--- config.mk ---
export PLATFORM = sky130hd
export DESIGN_NAME = bin_to_ascii_conv
export DESIGN_NICKNAME = d
export VERILOG_FILES = /design/src/rtl/bin_to_ascii_conv.sv
export SDC_FILE = /design/constraint.sdc
export NUM_CORES = 1
export LEC_CHECK = 0
export ABC_AREA = 1
export CAP_MARGIN = 20
export CORE_MARGIN = 1.5
export CORE_UTILIZATION = 40
export CTS_CLUSTER_DIAMETER = 200
export CTS_CLUSTER_SIZE = 24
export DETAILED_ROUTE_END_ITERATION = 7
export GPL_TIMING_DRIVEN = 0
export PLACE_DENSITY = 0.61
export SLEW_MARGIN = 20
export SYNTH_ARGS = -nofsm -noshare
export SYNTH_HDL_FRONTEND = slang
export SYNTH_SLANG_ARGS = --single-unit
--- constraint.sdc ---
create_clock -name clk -period 2.3 [get_ports clk]
set_input_delay 0.46 -clock clk [delete_from_list [all_inputs] [get_ports clk]]
set_output_delay 0.46 -clock clk [all_outputs]
set_load 0.05 [all_outputs]
--- src/rtl/bin_to_ascii_conv.sv ---
// Sequential double-dabble binary to decimal ASCII converter, MSD first.
// Define LEAD_ZERO_BLANK_EN to print leading zero digits as spaces.
module bin_to_ascii_conv #(
   parameter int WIDTH  = 16,
   parameter int DIGITS = 5
) (
   input  logic                  clk,
   input  logic                  rst,
   input  logic                  start_i,
   input  logic [WIDTH-1:0]      bin_i,
   input  logic                  ack_i,
   output logic                  busy_o,
   output logic                  valid_o,
   output logic [8*DIGITS-1:0]   ascii_o
);

   localparam int BW = 4 * DIGITS;
   localparam int AW = 8 * DIGITS;
   localparam int CW = (WIDTH > 1) ? $clog2(WIDTH) : 1;

   typedef enum logic [1:0] {
      IDLE,
      SHIFT,
      FORMAT,
      VALID
   } state_e;

   state_e           state_q, state_d;
   logic [WIDTH-1:0] bin_q, bin_d;
   logic [BW-1:0]    bcd_q, bcd_d;
   logic [BW-1:0]    bcd_adj;
   logic [CW-1:0]    cnt_q, cnt_d;
   logic [AW-1:0]    ascii_q, ascii_d;
   logic             load;

   // Add 3 to every BCD nibble that would overflow past 9 when doubled.
   function automatic logic [BW-1:0] add3(input logic [BW-1:0] b);
      logic [BW-1:0] r;
      r = b;
      for (int i = 0; i < DIGITS; i++) begin
         if (b[4*i +: 4] >= 4'd5) begin
            r[4*i +: 4] = b[4*i +: 4] + 4'd3;
         end
      end
      return r;
   endfunction

   // Map BCD nibbles to ASCII; optionally blank zeros above the first nonzero.
   function automatic logic [AW-1:0] to_ascii(input logic [BW-1:0] b);
      logic [AW-1:0] a;
`ifdef LEAD_ZERO_BLANK_EN
      logic          lead;
      lead = 1'b1;
`endif
      a = '0;
      for (int i = DIGITS - 1; i >= 0; i--) begin
         a[8*i +: 8] = 8'h30 + {4'h0, b[4*i +: 4]};
`ifdef LEAD_ZERO_BLANK_EN
         if (lead && (i > 0) && (b[4*i +: 4] == 4'h0)) begin
            a[8*i +: 8] = 8'h20;
         end else begin
            lead = 1'b0;
         end
`endif
      end
      return a;
   endfunction

   // Next-state and datapath: one shift per SHIFT cycle, ASCII latched in FORMAT.
   always_comb begin
      state_d = state_q;
      bin_d   = bin_q;
      bcd_d   = bcd_q;
      cnt_d   = cnt_q;
      ascii_d = ascii_q;
      load    = 1'b0;
      bcd_adj = add3(bcd_q);
      unique case (state_q)
         IDLE: begin
            if (start_i) begin
               load = 1'b1;
            end
         end
         SHIFT: begin
            {bcd_d, bin_d} = {bcd_adj, bin_q} << 1;
            cnt_d = cnt_q - CW'(1);
            if (cnt_q == '0) begin
               state_d = FORMAT;
            end
         end
         FORMAT: begin
            ascii_d = to_ascii(bcd_q);
            state_d = VALID;
         end
         VALID: begin
            if (start_i) begin
               load = 1'b1;
            end else if (ack_i) begin
               state_d = IDLE;
            end
         end
         default: begin
            state_d = IDLE;
         end
      endcase
      if (load) begin
         bin_d   = bin_i;
         bcd_d   = '0;
         cnt_d   = CW'(WIDTH - 1);
         state_d = SHIFT;
      end
   end

   // State and datapath registers; reset shows a blank display.
   always_ff @(posedge clk or negedge rst) begin
      if (!rst) begin
         state_q <= IDLE;
         bin_q   <= '0;
         bcd_q   <= '0;
         cnt_q   <= '0;
         ascii_q <= {DIGITS{8'h20}};
      end else begin
         state_q <= state_d;
         bin_q   <= bin_d;
         bcd_q   <= bcd_d;
         cnt_q   <= cnt_d;
         ascii_q <= ascii_d;
      end
   end

   assign busy_o  = (state_q == SHIFT) || (state_q == FORMAT);
   assign valid_o = (state_q == VALID);
   assign ascii_o = ascii_q;

endmodule

**Word-level counts from Yosys, hierarchy flattened**

Cells that the tools add are included.

- $add $sub $neg: 11
- $lt $le $gt $ge: 5
- Equality and inequality tests: 6
- Multiplexer cells: 18
- Reduce and logical (&&, ||, !) cells: 7

Operators with widths:

| kind | number |
|---|---|
| $mux 20 | 2 |
| $add 6x4->7 const A | 5 |
| $mux 16 | 2 |
| $mux 4 | 6 |
| $ge 4x3->1 const B | 5 |
| $add 4x2->4 const B | 4 |
| $mux 2 | 4 |
| $ne 3x2->1 const B | 2 |
| $pmux 2 s3 | 1 |
| $eq 2x2->1 const B | 2 |
| $logic_not 4->1 | 1 |
| $reduce_and 4->1 | 1 |
| $reduce_bool 4->1 | 1 |
| $sub 4x1->4 const B | 1 |
| $add 3x2->3 const B | 1 |
| $mux 3 | 1 |
| $ne 3x3->1 const B | 1 |
| $eq 2x1->1 const B | 1 |
| $logic_not 2->1 | 1 |
| $mux 1 | 2 |
| $reduce_bool 2->1 | 1 |
| $reduce_or 2->1 | 1 |
| $logic_or 1x1->1 | 1 |

- Register bits after elaboration: 82
- Input port bits: 20
- Output and inout port bits: 42
- Word-level logic and storage cells: 52

**Logic depth before layout (Yosys ltp)**

- Depth after elaboration: 5
- Mapped depth: 9
- Gate-level depth less buffers: 9

**Worst setup path after synthesis**

No wires, ideal clock.

- Kind: reg-to-reg
- Start: register state_q[0]
- End: register state_q[1]
- Setup time: 117 ps
- Arrival: 1,465 ps
- Required time: 2,183 ps
- Setup slack: 718 ps
- Stages on the path, launching flop included: 9
- Path buffers: 0
- Clock period less this slack: 1,582 ps
- Cell sequence: dfrtp_1 > inv_1 > ha_1 > inv_1 > nand2_1 > nand3_1 > nand2_1 > nand2_1 > nand2_1

- Cells in the longest elaborated chain, start to end: 5
- Elaborated cells on any way between the ends: 13
- Classes of those cells: eq/ne (6); mux (3); reduce/logical (4)

RTL lines:

| element | line | RTL |
|---|---|---|
| from (decl) | 28 | `state_e state_q, state_d;` |
| from (signal assigned) | 123 | `state_q <= state_d;` |
| $eq 2x2->1 or $logic_not 2->1 (tied branches) | 78 | `unique case (state_q)` |
| $reduce_or 2->1 (no line) | n/a |  |
| $mux 1 | n/a |  |
| $ne 3x3->1 (no line) (tied with other cells) | n/a |  |
| $reduce_and 4->1 (no line) | n/a |  |

Several ways; a longest one is shown, not always the timed one.
A chain may end at the register's enable or synchronous reset.

==> key figures <==
Pwr
  • Maximum vdd ir drop: 0.607 mV
  • Total chip power: 0.00413 W
  • Lkg Pwr: approximately 2.1 nW
  • Pwr/cell area: between 900 and 1000 nW/um^2

STA
  • Pins Over Slew Limit: 0
  • RSZ-0062 raised after global routing: no
  • Final hold vios: 0
  • Final period utilization: 92.5%
  • Setup Skew: roughly 0.0051 ns
  • Minimum clock period: 2.13 ns
  • Worst Tran Pin Value: between 0.5 and 0.6 ns
  • # setup viols final: 0
  • Slew HR: 66.2%
  • Fmax: 470 MHz

Die
  • Core area: just under 8000 sq um
  • Die Width: 93.7 microns
  • DIE HEIGHT: 93.7 microns
  • Initial Util: 41.9%
  • Row count: 32
  • IO Pins: 62
  • Die area: 8780 sq um

Global route
  • Met1 Use GR: 21.3%
  • GRT met2 Usage: 27.0%
  • Met3 Usage GRT: 5.18%
  • All-Layer GR Usage: 16.6%
  • GR peak layer: met2
  • Initial antenna violation count: 0
  • Grt total ovfl: 0
  • First-pass GRT wire length: 11200 microns
  • Largest net degree at the start of global routing: 51
  • Vias in the first global route: roughly 2400

Detailed routing
  • DR iter-0 viols: 150
  • ANT nets after route: 0
  • Via count: roughly 2700
  • Routed wire length: 6620 microns
  • Pre-antenna DRT Iters: 4
  • DRC viols: 0
  • Vias per cell: 4.69
  • Detailed-route wire length per cell: 11.5 microns

Placed design
  • Post-detailed-placement half-perimeter wirelength: 4770 microns
  • Placed cells: 561
  • Number of buffers added on ports: 46
  • Routability cong.: 0.838
  • Placement Cell Area: 3950 sq um

Synth
  • Seq/Total Area, Yosys: about 48%
  • Post-synth ARST share: 100%
  • Post-synth cell types: 24
  • Ranking of synthesized cells by area: dfrtp_1 (48%), nand2_1 (17%), ha_1 (6.1%), nand3_1 (5.6%), buf_4 (4.6%)
  • Ys Warns: 0
  • Synthesized area: 3290 sq um
  • Synth Instances: 399
  • Largest area contributor in the netlist: dfrtp_1
  • Mean post-synth cell area: 8.24 sq um
  • Flops & latches, synth: 63
  • Number of synthesized flops with an enable pin: 0
  • Top FF cell, synth: dfrtp_1
  • Area share of the largest cell type after synthesis: 47.9%

Finish
  • Non-Filler Instances: 578
  • Fill count: 768
  • Ant. Diodes: 0
  • Area grow syn2layout: 26.4%
  • Proportion of layout cells with a drive suffix above 1: 12.6%
  • Final #Nets: 507
  • Cell area after layout: 4160 sq um

CTS
  • CTS buffer count: 9
  • Clock tree buffer depth: 2
  • Insertion delay to the later sink of the worst-skew pair: 0.34 ns
  • CTS tree: done
  • Clk pin slew, worst setup/hold paths: 0.07 ns
  • Clk sinks: between 60 and 70
  • Htree depth: 3
  • Root Driver: clkbuf_8

Outcome
  • Outcome: completed

Critical path
  • Worst Path Class, Setup: reg -> out
  • Worst EP arrival: 1.67 ns
  • Worst setup SP type: flip-flop
  • Slowest stage delay, CP: 0.79 ns
  • Critical path peak fanout: 6
  • Worst path required time: 1.84 ns
  • Slowest CP cell: clkdlybuf4s50_1
  • Worst-path cell chain: buf_4, clkdlybuf4s50_1
  • Worst Setup End Kind: output port

Min path
  • Worst Hold Class: reg -> reg

Flow run
  • MaxCap Viol Count: 0
[area by class of cell]
class	count	area [sq um]	area share [%]
Timing Repair Buffer	48	493	11.9
Clock buffer	10	138	3.31
Tap cell	102	128	3.07
Buffer	30	234	5.63
Multi-Input combinational cell	284	1390	33.5
Inverter	35	134	3.22
Clock inverter	6	60.1	1.44
Sequential cell	63	1580	37.9
[worst max-delay path, delay by kind of cell, from the launching register on]
kind	cells	cell delay (ns)
flip-flops	1	0.41
buffers and inverters	2	0.92
[report_power, final]
part           internal (W)  switching [W]
clock network      0.000523       0.000426
registers           0.00132       0.000131
logic              0.000579        0.00114
total               0.00243        0.00170
[cells in the final DEF (no fill, tap or decap), types with 5 or more instances in the layout]
cell type        count
a21oi_1              5
buf_4               21
clkbuf_8            10
clkdlybuf4s50_1     43
conb_1              15
dfrtp_1             63
ha_1                16
inv_1               32
nand2_1            148
nand3_1             37
nand4_1             10
nor2_1              13
o21ai_0             24
[path summary, 6_finish.rpt]
kind                                   from          end  slack [ns]  cells past startpoint
max in group asynchronous               rst     bcd_q[1]        1.28                      3
worst max-delay path            ascii_o[28]  ascii_o[20]        0.17                      2
worst max register to register   state_q[0]   ascii_o[0]        0.68                      5
worst min-delay path            ascii_o[34]  ascii_o[34]        0.47                      2
worst min register to register  ascii_o[34]  ascii_o[34]        0.47                      2
min in group asynchronous               rst     bcd_q[6]        0.51                      2
[logic make-up after synthesis]
group / synth area share [%]
buffers and inverters: 11.2
flip-flops: 47.9
AND/OR/NAND/NOR: 26.9
adder cells (fa/ha/maj): 6.09
other: 0.228
AO/OA/AOI/OAI: 7.72
[layer usage]
layer / part of all wire, % / up-vias
met2: 47 / 72
met1: 47 / 1233
met3: 4.9 / 9
li1: - / 1394
met5: 0 / -
met4: 0.71 / 0
[state kept, by name, summed over array words and instances, names as in the netlist]
register,cells
ascii_o,21
state_q,2
bin_q,16
bcd_q,20
cnt_q,4
[Yosys cell counts (2+ instances only)]
cell,instances
a21oi_1,5
buf_2,4
buf_4,20
buf_6,4
conb_1,2
dfrtp_1,63
ha_1,16
inv_1,32
inv_2,2
nand2_1,148
nand2_2,3
nand3_1,37
nand4_1,10
nor2_1,13
o211ai_1,2
o21ai_0,24
o21bai_1,3
o22ai_1,2
o22ai_2,3
or2_2,2
[what timing repair did]
item / in CTS / in global routing
setup endpoints to repair: 1 / 2
endpoints found under the hold margin: 13 / 0
buffers inserted: 0 / 0
resized for setup: 1 / 3
hold buffers: 1 / 0
pin swaps: 0 / 0
[metrics by stage]
step                hold slack, ns  setup TNS (ns)  utilization [%]  setup slack (ns)
detailed placement           0.335               0             50.4             0.144
global placement             0.455          -85.99             50.0             -1.37
floorplan                    0.164               0                -             0.718
finish                       0.469               0             53.0             0.172
global route                 0.505               0             53.0            0.0647
CTS                          0.477               0             53.0           0.00260
No activity file was read; power rests on OpenSTA's default activity.
